`src/rtl/krnl_dist_rtl_control_m_axi.sv`:
```
// Command-to-AXI4-Lite master bridge: one register read or write in flight, latency reported per response.
// Latency is min 3 cycles accept-to-rsp_valid; rsp_valid holds until rsp_ready and no command is taken meanwhile.
module krnl_dist_rtl_control_m_axi #(
  parameter int ADDR_WIDTH = 7,
  parameter int LAT_WIDTH  = 16
) (
  input  logic                  aclk,
  input  logic                  aresetn,
  input  logic                  cmd_valid,
  output logic                  cmd_ready,
  input  logic                  cmd_write,
  input  logic [ADDR_WIDTH-1:0] cmd_addr,
  input  logic [31:0]           cmd_wdata,
  input  logic [3:0]            cmd_wstrb,
  output logic                  rsp_valid,
  input  logic                  rsp_ready,
  output logic [31:0]           rsp_rdata,
  output logic [1:0]            rsp_resp,
  output logic [LAT_WIDTH-1:0]  rsp_cycles,
  output logic [31:0]           AWADDR,
  output logic                  AWVALID,
  input  logic                  AWREADY,
  output logic [31:0]           WDATA,
  output logic [3:0]            WSTRB,
  output logic                  WVALID,
  input  logic                  WREADY,
  input  logic [1:0]            BRESP,
  input  logic                  BVALID,
  output logic                  BREADY,
  output logic [31:0]           ARADDR,
  output logic                  ARVALID,
  input  logic                  ARREADY,
  input  logic [31:0]           RDATA,
  input  logic [1:0]            RRESP,
  input  logic                  RVALID,
  output logic                  RREADY
);

  typedef enum logic [2:0] {IDLE, WRITE, BWAIT, AR, RWAIT, RSP} state_t;

  state_t      state;
  logic        aw_done;
  logic        w_done;
  logic        aw_fin;
  logic        w_fin;
  logic [31:0] addr_ext;

  assign addr_ext = 32'(cmd_addr) & 32'hFFFF_FFFC;
  // A channel counts as finished once its handshake has happened, this cycle or earlier.
  assign aw_fin   = aw_done | (AWVALID & AWREADY);
  assign w_fin    = w_done | (WVALID & WREADY);

  always_ff @(posedge aclk or negedge aresetn) begin
    if (!aresetn) begin
      state      <= IDLE;
      cmd_ready  <= 1'b0;
      rsp_valid  <= 1'b0;
      rsp_rdata  <= 32'h0;
      rsp_resp   <= 2'b00;
      rsp_cycles <= '0;
      AWADDR     <= 32'h0;
      AWVALID    <= 1'b0;
      WDATA      <= 32'h0;
      WSTRB      <= 4'h0;
      WVALID     <= 1'b0;
      BREADY     <= 1'b0;
      ARADDR     <= 32'h0;
      ARVALID    <= 1'b0;
      RREADY     <= 1'b0;
      aw_done    <= 1'b0;
      w_done     <= 1'b0;
    end else begin
      if (state != IDLE && state != RSP && rsp_cycles != {LAT_WIDTH{1'b1}})
        rsp_cycles <= rsp_cycles + 1'b1;

      case (state)
        IDLE: begin
          cmd_ready <= 1'b1;
          if (cmd_valid && cmd_ready) begin
            cmd_ready  <= 1'b0;
            rsp_cycles <= {{(LAT_WIDTH-1){1'b0}}, 1'b1};
            if (cmd_write) begin
              AWADDR  <= addr_ext;
              WDATA   <= cmd_wdata;
              WSTRB   <= cmd_wstrb;
              AWVALID <= 1'b1;
              WVALID  <= 1'b1;
              aw_done <= 1'b0;
              w_done  <= 1'b0;
              state   <= WRITE;
            end else begin
              ARADDR  <= addr_ext;
              ARVALID <= 1'b1;
              state   <= AR;
            end
          end
        end
        WRITE: begin
          if (AWVALID && AWREADY) begin
            AWVALID <= 1'b0;
            aw_done <= 1'b1;
          end
          if (WVALID && WREADY) begin
            WVALID <= 1'b0;
            w_done <= 1'b1;
          end
          if (aw_fin && w_fin) begin
            BREADY <= 1'b1;
            state  <= BWAIT;
          end
        end
        BWAIT: begin
          if (BVALID) begin
            BREADY    <= 1'b0;
            rsp_resp  <= BRESP;
            rsp_rdata <= 32'h0;
            rsp_valid <= 1'b1;
            state     <= RSP;
          end
        end
        AR: begin
          if (ARREADY) begin
            ARVALID <= 1'b0;
            RREADY  <= 1'b1;
            state   <= RWAIT;
          end
        end
        RWAIT: begin
          if (RVALID) begin
            RREADY    <= 1'b0;
            rsp_rdata <= RDATA;
            rsp_resp  <= RRESP;
            rsp_valid <= 1'b1;
            state     <= RSP;
          end
        end
        RSP: begin
          if (rsp_ready) begin
            rsp_valid <= 1'b0;
            cmd_ready <= 1'b1;
            state     <= IDLE;
          end
        end
        default: state <= IDLE;
      endcase
    end
  end

endmodule

```
`config.mk`:
```
export PLATFORM = sky130hd
export DESIGN_NAME = krnl_dist_rtl_control_m_axi
export DESIGN_NICKNAME = d
export VERILOG_FILES = /design/src/rtl/krnl_dist_rtl_control_m_axi.sv
export SDC_FILE = /design/constraint.sdc
export NUM_CORES = 1
export LEC_CHECK = 0
export ABC_AREA = 1
export CAP_MARGIN = 0
export CORE_AREA = 2 2 119 121
export CTS_BUF_LIST = sky130_fd_sc_hd__clkbuf_4
export DETAILED_ROUTE_END_ITERATION = 10
export DIE_AREA = 0 0 121 123
export DONT_BUFFER_PORTS = 1
export GPL_TIMING_DRIVEN = 0
export SYNTH_ARGS = -nofsm -noshare
export SYNTH_HDL_FRONTEND = slang
export SYNTH_SLANG_ARGS = --single-unit
```
`constraint.sdc`:
```
create_clock -name aclk -period 2.1 [get_ports aclk]
set_input_delay 0.105 -clock aclk [delete_from_list [all_inputs] [get_ports aclk]]
set_output_delay 0.105 -clock aclk [all_outputs]
set_load 0.005 [all_outputs]
```
* Word-level counts from Yosys, hierarchy flattened
Cells that the tools add are included.
** Word-level totals
- Bits in registers :: 108
- Input port bits :: 89
- Output and inout port bits :: 157
- Logic and storage cells :: 112
** Cells by class
- Add/subtract/negate cells :: 1
- Equality and inequality tests :: 17
- Muxes and demuxes :: 46
- Bitwise gates (word level) :: 5
- Reduce and logical (&&, ||, !) cells :: 26
** Operators by type and width (count)
- $mux 32 :: 2
- $pmux 32 s2 :: 1
- $mux 16 :: 3
- $mux 1 :: 20
- $ne 2x2->1 const B :: 10
- $mux 3 :: 6
- $pmux 3 s6 :: 1
- $add 16x1->16 const B :: 1
- $ne 16x16->1 const B :: 1
- $pmux 1 s2 :: 8
- $reduce_and 4->1 :: 4
- $reduce_and 3->1 :: 5
- $reduce_bool 2->1 :: 6
- $eq 3x2->1 const B :: 2
- $eq 3x3->1 const B :: 2
- $logic_and 1x1->1 :: 6
- $mux 2 :: 3
- $reduce_and 6->1 :: 1
- $reduce_bool 3->1 :: 2
- $pmux 2 s2 :: 1
- $eq 3x1->1 const B :: 1
- $logic_not 3->1 :: 1
- $ne 3x3->1 const B :: 1
- $pmux 1 s3 :: 1
- 4 further kinds :: 6

* Logic depth before layout (Yosys ltp)
Gate-level depths: netlist (run 1).
- Word-level depth :: 6
- Depth in mapped cells :: 9
- Mapped depth without buffers :: 9

* Worst setup path before layout (run 1)
Ideal clock, no wire load.
- Path type :: register -> register
- Start point :: reg rsp_cycles[0]
- End point :: reg rsp_cycles[9]
- Library setup time :: 0.119 ns
- Data arrival time :: 1.344 ns
- Required time :: 1.981 ns
- Path slack :: 0.637 ns
- Stages on the path, launching flop included :: 8
- Buffers on the path :: 1
- Clock period less this slack :: 1.463 ns
- Cells stage by stage :: dfrtp_1 -> ha_1 -> nand3_1 -> inv_1 -> nand4_1 -> buf_2 -> a21oi_1 -> nor2_1
** On the way
- Word-level cells in the longest chain between the ends :: 5
- Elaborated cells between the ends (all ways) :: 6
- Those cells by class :: add/sub (1); eq/ne (1); mux (3); reduce/logical (1)
** Ends and longest elaborated chain
- start: declaration :: line 19 : output logic [LAT_WIDTH-1:0] rsp_cycles,
- start signal: assignment :: line 74 : rsp_cycles <= rsp_cycles + 1'b1;
- start signal: assignment :: line 81 : rsp_cycles <= {{(LAT_WIDTH-1){1'b0}}, 1'b1};
- parallel branches: the longest is 2 deep, another holds $add 16x1->16
- $mux 16 (*) :: line 73 : if (state != IDLE && state != RSP && rsp_cycles != {LAT_WIDTH{1'b1}})
- $mux 16 :: line 79 : if (cmd_valid && cmd_ready) begin
- $mux 16 (*) :: line 76 : case (state)
Mark *: on every way between the ends.
A chain may end at the register's enable or synchronous reset.

* Final worst setup path (run 1)
- Start point :: reg state[0]
- End point :: reg WSTRB[1]
** On the way
- Word-level cells in the longest chain between the ends :: 2
** Ends and longest elaborated chain
- start: declaration :: line 41 : state_t state;
- start signal: assignment :: line 55 : state <= IDLE;
- start signal: assignment :: line 90 : state <= WRITE;
- start signal: assignment :: line 94 : state <= AR;
- $logic_not 3->1 :: line 76
- $reduce_and 3->1 (no source line)
- end signal: assignment :: line 85 : WSTRB <= cmd_wstrb;
- end: declaration :: line 24 : output logic [3:0] WSTRB,
Every way passes these cells.

==> results summary, run 1 <==
The total length of routed wires came out at about 14 mm. During synthesis, Yosys emitted a total of 0 warnings. The area fraction of the dominant cell type after synthesis came out at 51.0%. The relative area change from synthesis to final layout came out at 28.6%. In this run the clock root is driven by a clkbuf_4.

The die is ~120 um tall. The tool flagged a number of max-cap violations equal to 0. The maximum root-to-sink buffer count is 2. The cell area after synthesis is between 5000 and 6000 um2. The commonest cells after synthesis are nand2_1 (259), dfrtp_1 (108), buf_4 (58). The synthesized netlist contains 29 unique library cells. The quantity of hold-fixing buffers added after cts came out at between 90 and 100. Power spread over the standard cell area amounts to between 1000 and 1500 nW/um2. At the worst endpoint, the arrival time is 2370 ps. The total negative slack for setup checks is 0 ps. The critical-path maximum fanout came out at 10.

The clock latency on the worst-skew pair is roughly 480 ps. The setup-violating endpoint count in the final report came out at 0. The overall fraction of global-route tracks in use is 17.7%. Together, buffers and inverters on the worst path number 3.

The pin count of the biggest net entering global routing is 109. Yosys attributes the largest share of cell area to dfrtp_1 (51%), nand2_1 (18%), buf_4 (8.2%). The number of diodes added for antenna fixing came out at 0. The register clock-pin slew on the reported worst setup and hold paths came out at 180 ps.

The number of failing hold endpoints at the final stage was ~110. The endpoint required time on the critical path is 2530 ps. Internal power comes to 4480 uW. The number of port buffers is 0. The die covers between 10,000 and 15,000 um2.

After floorplanning, the core was divided into 43 placement rows. Setup repair after global routing left no endpoint under its margin. The final weighted congestion in routability-driven placement is roughly 0.83. The peak ir drop on the vdd network came out at between 0.0005 and 0.0006 V.

The number of post-CTS setup repair buffers is 0. The kind of cell adding the most delay to the critical path is buffers and inverters. The worst setup path is launched from a flip-flop. The setup skew after layout is about 16 ps. The final route contains ~4,500 vias.

The instance count of the mapped netlist came out at around 660. The standard cell area after detailed placement came out at 5720 um2. The number of buffers created by CTS is 9. The placeable core region is between 10,000 and 15,000 um2. The primary flip-flop cell chosen by synthesis mapping is dfrtp_1.

The leakage component of the power is around 0.0035 uW. Among all stages on the critical path, the largest delay is contributed by dlygate4sd3_1. The run finished, with violations left. The H-tree depth reported by CTS came out at 3. The wire length per cell is ~14 um. Pin placement for this block handled around 250 I/O pins. The worst setup path is captured at a flip-flop. The final worst-path cycle share is between 90 and 100%. The number of DRC markers in iteration 0 came out at roughly 200. The part of the total power dissipated in combinational logic came out at roughly 34%. The worst setup path category is reg2reg. The async set-reset flop share out of synthesis is 100%.

The pre-antenna-repair detailed-routing pass consisted of 4 iterations. The initial antenna violation count was 0. The clock period could shrink to 1940 ps. The share of post-route cells with drive strength above 1 is around 16%.

The library cell with the largest summed area after synthesis is dfrtp_1. The sum of overflow across all layers after global routing came out at 0. The count of clock tree sinks came out at 108.

The maximum clock frequency came out at approximately 500 MHz. The wire length of the first global-routing pass came out at approximately 21 mm. The flop and latch count out of synthesis is ~110. The detail route stage leaves a number of antenna-violating nets equal to 0. The HPWL after detailed placement came out at 9.34 mm.

After detailed routing, the number of vias per cell comes to 4.53. Net switching is 40.9% of the power. The total power draw came out at ~7600 uW.

The count of nets after finishing came out at 900. The count of final max-slew check failures was 0. In this run the mean area of a mapped cell was about 8.1 um2. The effective utilization at floorplan came out at between 30 and 40%.

The tightest hold path in the finished design has a slack of -701 ps. In this run, flip-flops and latches consume between 40% and 50% of the power. The critical path's largest stage delay is roughly 560 ps. The checks that failed: negative hold slack. With fillers left out, the area of the finished cells amounts to 6810 um2. The power share of the clock group came out at 16.3%. The detailed-route DRC error count came out at 0. TritonCTS built the clock tree.

Yosys instantiated no cell more often than nand2_1. The via count of the first global-routing pass was between 4,000 and 5,000. Walking the worst path, the cells encountered are nor2_4 > nand2_4 > nor2_4 > nand2_2 > inv_2 > buf_4 > nand2_1 > dlygate4sd3_1 > nand2_1. The net switching power came out at about 3100 uW.

The class of the tightest hold or removal check is in2async. From left edge to right edge, the die measures 121 um. Sequential elements use 51.0% of the synthesized area. The number of synthesized flops with an enable pin is 0.
## worst register-to-register path: stages (launching register included)
cell and delay [ps]:
dfrtp_2 500, nor2_4 160, nand2_4 100, nor2_4 150, nand2_2 90, inv_2 60, buf_4 160, nand2_1 60
dlygate4sd3_1 560, nand2_1 60
## routing by layer
metal | wire length (um) | global-route usage [%] | vias to the layer above | part of all wire (%)
met1 | 5370 | 19.8 | 2081 | 40
li1 | - | - | 2226 | -
met4 | 254 | 6.98 | 0 | 1.9
met5 | 0 | 0 | - | 0
met3 | 1280 | 6.55 | 20 | 9.4
met2 | 6640 | 30.7 | 185 | 49
## sequential cells by signal, indices dropped and copies added (netlist names)
register and count:
ARVALID 1, cmd_ready 1, AWVALID 1, RREADY 1
rsp_rdata 32, rsp_valid 1, AWADDR 5, aw_done 1
w_done 1, ARADDR 5, rsp_resp 2, WVALID 1
rsp_cycles 16, state 3, WSTRB 4, WDATA 32
BREADY 1
## what timing repair did
action / 4_1_cts / 5_1_grt
hold endpoints to repair: 200 / 108
gates resized for setup: 0 / 2
setup endpoints to repair: 0 / 3
## final timing paths
kind | start | end | slack [ps] | cells past startpoint
worst max-delay path | state[0]$_DFFE_PN0P_ | WSTRB[1]$_DFFE_PN0P_ | 160 | 9
worst max register to register | state[0]$_DFFE_PN0P_ | WSTRB[1]$_DFFE_PN0P_ | 160 | 9
max in group asynchronous | aresetn | BREADY$_DFFE_PN0P_ | 2630 | 0
worst min register to register | WSTRB[2]$_DFFE_PN0P_ | WSTRB[2]$_DFFE_PN0P_ | 530 | 2
min in group aclk | RVALID | state[0]$_DFFE_PN0P_ | 70 | 6
worst min-delay path | aresetn | WDATA[10]$_DFFE_PN0P_ | -700 | 0
## cell families after synthesis
logic type	synth area share, %
AO/OA/AOI/OAI	6.85
adder cells (fa/ha/maj)	0.236
buffers and inverters	13.5
flip-flops	51.0
other	0.0708
AND/OR/NAND/NOR	28.3
## area by class of cell
| type | count | area [um2] |
|---|---|---|
| plain buffers | 76 | 547 |
| clock buffers | 9 | 67.6 |
| clock inverters | 7 | 108 |
| fillers | 1256 | 6800 |
| inverters | 44 | 168 |
| multi-input cells | 480 | 2080 |
| flip-flops and latches | 108 | 2710 |
| well taps | 180 | 225 |
| repair buffers | 91 | 911 |
## power by group through the flow
| stage | clock, uW | combinational [uW] | sequential, uW |
|---|---|---|---|
| final | 1240 | 2560 | 3780 |
| after global routing | 1360 | 2950 | 3900 |
| after CTS | 1300 | 2540 | 3780 |
| after detailed placement | 0 | 2390 | 3810 |
| after global placement | 0 | 2280 | 3800 |
| after floorplan | 0 | 1940 | 3550 |
## placed cells by master (no fill, tap or decap), types with 3 or more instances in the layout
cell type      count
a21oi_1           10
buf_2             11
buf_4             58
buf_6              4
clkbuf_1           3
clkbuf_4           9
conb_1            54
dfrtp_1          106
dlygate4sd3_1     91
inv_1             38
inv_2              5
nand2_1          259
nand2_2           12
nand3_1           18
nand4_1            7
nor2_1            55
nor3_1             5
o21ai_0           20
o21ai_1           12
o21ai_2           15
## metrics by stage
stage          utilization (%)  setup slack, ps  cells
6_report                  50.0              159    995
5_1_grt                   50.0             7.77    995
4_1_cts                   50.0              139    995
3_5_place_dp              42.0              356    888
3_3_place_gp              42.0              393    888
2_1_floorplan                -              637    708
Power figures use the tool's default switching activity.
==> run 2, diff against run 1 <==
- PLACE_DENSITY: unset -> 0.55
==> run 2 against run 1 <==
Effect of this change:
- the flow still finishes with violations (negative hold slack)
- clock power shrank 15%
- wire length grew 1.3%
- register-to-register slack is essentially flat
- flip-flop and latch count is the same
- global-route usage grew 0.82 points
- maximum frequency shrank 0.70%
- utilization shrank 0.14 points
- critical path depth is the same
- largest power group unchanged
- largest cell class unchanged
- sequential share of layout area grew 0.11 points
- combinational power is essentially flat
==> results summary, run 2 (same netlist as run 1, synthesis figures left out) <==
The endpoint required time on the critical path came out at 2520 ps (about the same). The worst setup path is of the reg2reg kind. The final weighted congestion in routability-driven placement was 0.815 (-1.4%). The H-tree depth reported by CTS was 3 (unchanged). In this run the critical register-to-register path is launched from state[1]$_DFFE_PN0P_. The most frequent standard cell in the layout excluding fill and tap cells is nand2_1. The share of post-route cells with drive strength above 1 came out at 15.9% (-0.16 points). The pin count of the biggest net entering global routing is 109 (unchanged).

The endpoint kind of the worst setup timing path is a flip-flop. The final reports fail on negative hold slack. The CTS tree is yes.

The remaining antenna violation count after routing came out at 0 (unchanged). The total negative slack for setup checks is 0 ps (unchanged). The number of failing hold endpoints at the final stage came out at 108 (unchanged). The multi-input combinational cell area came out at 2080 um2 (unchanged). The critical path's largest stage delay is 570 ps (about the same). The number of diodes added for antenna fixing came out at 0 (unchanged).

The number of standard cells in the layout, taps in and fillers out came to 997 (+0.20%). Among cell families on the critical path, the largest total delay comes from buffers and inverters. The wire length of the first global-routing pass came out at 22.0 mm (+4.9%). The library cell used as clock root buffer is clkbuf_4.

The length in cells of the worst reg-to-reg path came out at 9 (unchanged). The largest registers in the layout are WDATA: 32 flops, rsp_rdata: 32 flops, rsp_cycles: 16 flops. The total length of routed wires is 13.7 mm (+1.3%). The number of port buffers is 0 (unchanged). The number of buffers and inverters on the critical path came out at 3 (unchanged).

The count of clock tree sinks came to 108 (unchanged). The quantity of hold-fixing buffers added after cts came out at 93 (+2.2%). Setup repair after global routing left no endpoint under its margin. The power per cell area was 1090 nW/um2 (-2.3%). The clock latency on the worst-skew pair came out at 480 ps (about the same). The leakage component of the power was 0.00348 uW (-0.48%). The slack of the worst reg-to-reg path came to 150 ps (about the same). The HPWL after detailed placement is 9.49 mm (+1.6%).

The number of placed I/O pins is 246 (unchanged). The count of max-cap constraint violations is 0 (unchanged). The maximum clock frequency came to 512 MHz (-0.70%). The flow ran to the end, but the final reports show violations. The area of the die came out at 14,900 um2 (unchanged). The overall fraction of global-route tracks in use came out at 18.5% (+0.82 points).

The number of DRC markers in iteration 0 came to 251 (+27%). The placeable core region came out at 13,600 um2 (unchanged). The count of nets after finishing is 903 (+0.33%). The worst hold-check slack was -704 ps (-2.62 ps). The floorplan die height came to 123 um (unchanged). The peak ir drop on the vdd network is 0.000535 V (-2.5%).

The register clock-pin slew on the reported worst setup and hold paths is 160 ps (-20 ps). The post-route minimum period is 1950 ps (+13.6 ps). The maximum root-to-sink buffer count is 2 (unchanged).

In the layout the commonest cells are nand2_1 (259), dfrtp_1 (106), dlygate4sd3_1 (93). The via count of the first global-routing pass is 4,517 (+3.9%). The relative area change from synthesis to final layout is 28.2%. The sum of overflow across all layers after global routing came out at 0 (unchanged). The initial antenna violation count came to 0 (unchanged). The largest individual stage delay along the critical path comes from the cell dlygate4sd3_1.

The critical-path maximum fanout came out at 10 (unchanged). The final-layout fill cell count is 1,326 (+5.6%). The detailed-router iteration count before antenna repair came out at 4 (unchanged).

The critical path data arrival time came to 2380 ps (about the same). The average vias per placed instance came out at 4.56 (+0.60%). The sequential cell area in the final layout is 2710 um2 (unchanged). The width of the chip is 121 um (unchanged). The cell total after placement is 888 (unchanged). The detailed-route DRC error count is 0 (unchanged). The wire length per cell came out at 13.8 um (+1.1%). Traced cell by cell, the critical path runs through nor2_4 > nand2_4 > nor2_4 > nand2_2 > inv_2 > buf_4 > nand2_1 > dlygate4sd3_1 > nand2_1. The setup skew after layout came out at 16.5 ps (+0.501 ps). The number of buffers created by CTS is 9 (unchanged). The setup-violating endpoint count in the final report came out at 0 (unchanged).

The number of placement rows is 43 (unchanged). The tightest min-delay check is of the in2async type. The overall via count from detail_route is 4,548 (+0.80%). The count of final max-slew check failures is 0 (unchanged). The final worst-path cycle share is 93.1% (+0.65 points). The kind of start point of the critical path is a flip-flop. The worst register-to-register path ends at WDATA[0]$_DFFE_PN0P_. The effective utilization at floorplan is 38.9% (unchanged).
-- run 2: cell type report --
type,instances,share of cell area [%]
Multi-Input combinational cell,480,30.6
Clock inverter,5,0.792
Sequential cell,108,39.8
Inverter,44,2.47
Tap cell,180,3.32
Buffer,76,8.05
Clock buffer,10,1.11
Timing Repair Buffer,94,13.8
-- run 2: worst max-delay path by stage --
| stage | start | to | cells after the start |
|---|---|---|---|
| 2_1_floorplan | rsp_cycles[0]$_DFF_PN0_ | rsp_cycles[9]$_DFF_PN0_ | 7 |
| 3_3_place_gp | rsp_cycles[0]$_DFF_PN0_ | rsp_cycles[9]$_DFF_PN0_ | 7 |
| 3_5_place_dp | rsp_cycles[0]$_DFF_PN0_ | rsp_cycles[9]$_DFF_PN0_ | 7 |
| 4_1_cts | state[0]$_DFFE_PN0P_ | WDATA[0]$_DFFE_PN0P_ | 9 |
| 5_1_grt | state[1]$_DFFE_PN0P_ | WDATA[2]$_DFFE_PN0P_ | 9 |
| 6_report | state[1]$_DFFE_PN0P_ | WDATA[0]$_DFFE_PN0P_ | 9 |
-- run 2: metrics by stage --
step           util (%)  setup slack [ps]  hold slack, ps  power, uW  instance area [um2]
5_1_grt            49.9              9.73            -772       8020                 6790
6_report           49.9               146            -704       7390                 6790
3_3_place_gp       42.0               384            -187       6090                 5720
4_1_cts            49.8               140            -755       7430                 6780
3_5_place_dp       42.0               359            -187       6200                 5720
2_1_floorplan         -               637            -191       5490                 5500
-- run 2: what timing repair did --
action | 4_1_cts | 5_1_grt
endpoints found under the hold margin | 200 | 108
setup endpoints to repair | 0 | 8
resized for setup | 0 | 2
setup buffers | 0 | 1
-- run 2: metal layers --
metal  GRT usage [%]  share of wire, %
met2            31.3                49
met5               0                 0
met3            6.23               9.5
met4            7.78               2.2
met1            21.6                39
-- run 2: report_power, final --
part | total, uW | internal (uW) | switching (uW)
logic | 2540 | 1050 | 1500
registers | 3780 | 2940 | 843
clock network | 1060 | 365 | 697
total | 7390 | 4350 | 3040
==> run 3, diff against run 2 <==
- GPL_TIMING_DRIVEN: 0 -> unset
- PLACE_DENSITY: 0.55 -> 0.57
- clock period: 2.1 -> 1.6 ns (I/O delays scaled with it)
==> run 3 against run 2 <==
Effect of this change:
- the run still ends with negative hold slack left
- power increased by 35%
- utilization is 1.8 points lower
- combinational power grew 39%
- register-to-register slack lost 80 ps
- first-iteration DRC count fell by 19%
- wire length decreased by 4.1%
- sequential share of layout area up 1.5 points
- sequential power rose by 29%
- via count is 1.7% lower
- critical endpoint is now rsp_cycles[12]$_DFF_PN0_
- highest routed layer unchanged
==> results summary, run 3 (same netlist as run 1, synthesis figures left out) <==
The run finished, with violations left. The checks that failed: negative hold slack. Leaving out fill and tap cells, the most frequent cell in the layout is nand2_1. The final weighted congestion in routability-driven placement came out at 0.855 (+4.8%). The sequential power share is 48.7% (-2.5 points).

The detailed-route DRC error count is 0 (unchanged). The pin count of the biggest net entering global routing came out at 109 (unchanged). The floorplan die height came out at 123 um (unchanged). The endpoint required time on the critical path is 1980 ps (-540 ps). The critical path is of the reg2reg type. The H-tree depth reported by CTS is 3 (unchanged). The number of DRC markers in iteration 0 was 203 (-19%).

The overall via count from detail_route came out at 4,470 (-1.7%). The wire length per cell came out at 13.9 um (+0.79%). Setup repair after global routing could not meet its margin everywhere. The power per cell area is 1520 nW/um2 (+40%).

The number of port buffers is 0 (unchanged). The number of placed I/O pins was 246 (unchanged). The count of nets after finishing is 854 (-5.4%). The number of placement rows came out at 43 (unchanged).

The setup-violating endpoint count in the final report came out at 0 (unchanged). In the layout the commonest cells are nand2_1 (256), dfrtp_1 (105), dlygate4sd3_1 (85). The worst setup path is captured at a flip-flop.

The maximum clock frequency came out at 653 MHz (+28%). The register clock-pin slew on the reported worst setup and hold paths is 160 ps (about the same). The number of diodes added for antenna fixing is 0 (unchanged). The setup skew after layout came to 10.2 ps (-6.33 ps). The initial antenna violation count came out at 0 (unchanged). The placeable core region is 13,600 um2 (unchanged).

The peak ir drop on the vdd network is 0.000772 V (+44%). The length in cells of the worst reg-to-reg path is 10 (+1). STA classifies the critical path startpoint as a flip-flop.

The HPWL after detailed placement was 8.70 mm (-8.4%). The maximum root-to-sink buffer count came to 2 (unchanged). The count of max-cap constraint violations was 0 (unchanged).

The total power draw is 9980 uW (+35%). The count of clock tree sinks came out at 108 (unchanged). The via count of the first global-routing pass is 4,272 (-5.4%). The wire length of the first global-routing pass came out at 19.9 mm (-9.3%). The worst hold-check slack was -727 ps (-23.6 ps). The worst register-to-register path ends at rsp_cycles[12]$_DFF_PN0_. In this run the critical register-to-register path is launched from state[2]$_DFFE_PN0P_.

The count of final max-slew check failures came out at 0 (unchanged). The slack of the worst reg-to-reg path came to 70 ps (-80 ps). The critical-path maximum fanout came out at 8 (-2). The final core utilization came out at 48.1% (-1.8 points). The number of failing hold endpoints at the final stage came out at 108 (unchanged). The tree is rooted in a clkbuf_4. The net switching power came to 4030 uW (+33%). The clock latency on the worst-skew pair is 470 ps (about the same). The average vias per placed instance came out at 4.71 (+3.3%). The width of the chip was 121 um (unchanged).

The critical path data arrival time came to 1920 ps (-460 ps). The quantity of hold-fixing buffers added after cts is 85 (-8.6%). The area of the die came out at 14,900 um2 (unchanged).

The worst hold path belongs to the class in2async. The proportion of total power due to net switching came out at 40.3% (-0.79 points). The effective utilization at floorplan is 38.9% (unchanged).

The post-route minimum period is 1530 ps (-424 ps). The part of the total power dissipated in combinational logic is 35.3% (+0.9 points). TritonCTS built the clock tree.

From synthesis to final layout, the design area changed by 23.6%. The leakage component of the power came out at 0.00330 uW (-5.0%). The total length of routed wires came to 13.2 mm (-4.1%). The detailed-router iteration count before antenna repair is 4 (unchanged). The remaining antenna violation count after routing is 0 (unchanged). The overall fraction of global-route tracks in use is 17.1% (-1.5 points). The internal power came out at 5960 uW (+37%).

The sum of overflow across all layers after global routing is 0 (unchanged). In the final layout, the registers with the most flip-flops are WDATA: 32 flops, rsp_rdata: 32 flops, rsp_cycles: 16 flops. The final worst-path cycle share is 95.7% (+2.6 points).

The power share of the clock group is 16.0% (+1.6 points). The number of buffers created by CTS was 9 (unchanged). The share of post-route cells with drive strength above 1 came to 13.4% (-2.5 points).
-- run 3: cell count changes in the layout (fill, tap and decap cells not counted), moves of 4 or more --
cell	before	now
buf_12	0	4
dlygate4sd3_1	93	85
buf_4	59	31
buf_2	11	0
-- run 3: layer usage --
metal	vias up	track usage (%)	routed length [um]
met5	-	0	0
met4	0	7.85	289
met2	212	28.8	6430
met1	2104	19.6	5260
met3	22	5.81	1190
li1	2132	-	-
-- run 3: metrics by stage --
stage | hold WS [ps] | cell area, um2 | setup WS (ps) | instances | TNS [ps]
after floorplan | -216 | 5500 | 137 | 708 | 0
after global placement | -213 | 5450 | 75.3 | 842 | 0
after detailed placement | -213 | 5450 | 1.34 | 842 | 0
after CTS | -789 | 6470 | 34.1 | 944 | 0
after global routing | -814 | 6550 | -26.4 | 949 | -74.4
final | -727 | 6550 | 69.2 | 949 | 0
-- run 3: layout make-up --
class,count,area [um2]
clock inverter,7,97.6
fill,1259,7060
sequential,108,2710
timing repair buffer,121,1170
clock buffer,9,67.6
tap,180,225
inverter,44,168
multi-input combinational,480,2110
-- run 3: power groups by stage --
stage	sequential (uW)	clock, uW	combinational, uW
finish	4860	1600	3520
global route	5000	1790	4030
CTS	4870	1700	3430
detailed placement	4900	0	3260
global placement	4900	0	3080
floorplan	4660	0	2550
-- run 3: what timing repair did --
action / 4_1_cts / 5_1_grt
buffers inserted: 1 / 4
hold endpoints to repair: 200 / 108
cloned: 0 / 1
resized for setup: 1 / 14
endpoints found under the setup margin: 4 / 34
pin swaps: 1 / 1
-- run 3: worst max-delay path by stage --
stage                                        from                        to  slack [ps]
final                        state[2]$_DFFE_PN0P_  rsp_cycles[12]$_DFF_PN0_          70
after global routing         state[2]$_DFFE_PN0P_      state[0]$_DFFE_PN0P_         -30
after CTS                 rsp_cycles[0]$_DFF_PN0_   rsp_cycles[9]$_DFF_PN0_          30
after detailed placement     state[0]$_DFFE_PN0P_  rsp_rdata[7]$_DFFE_PN0P_           1
after global placement       state[2]$_DFFE_PN0P_  rsp_cycles[10]$_DFF_PN0_          80
after floorplan           rsp_cycles[0]$_DFF_PN0_   rsp_cycles[9]$_DFF_PN0_         140
-- run 3: critical path, stage by stage (launching register included) --
cell and delay [ps]:
dfrtp_2 450, inv_2 60, buf_4 150, nand2_4 110, nand2_2 140, inv_2 130, nand2_1 80, nor2_2 150
nand2_1 70, nand2_1 60, nor2_1 50
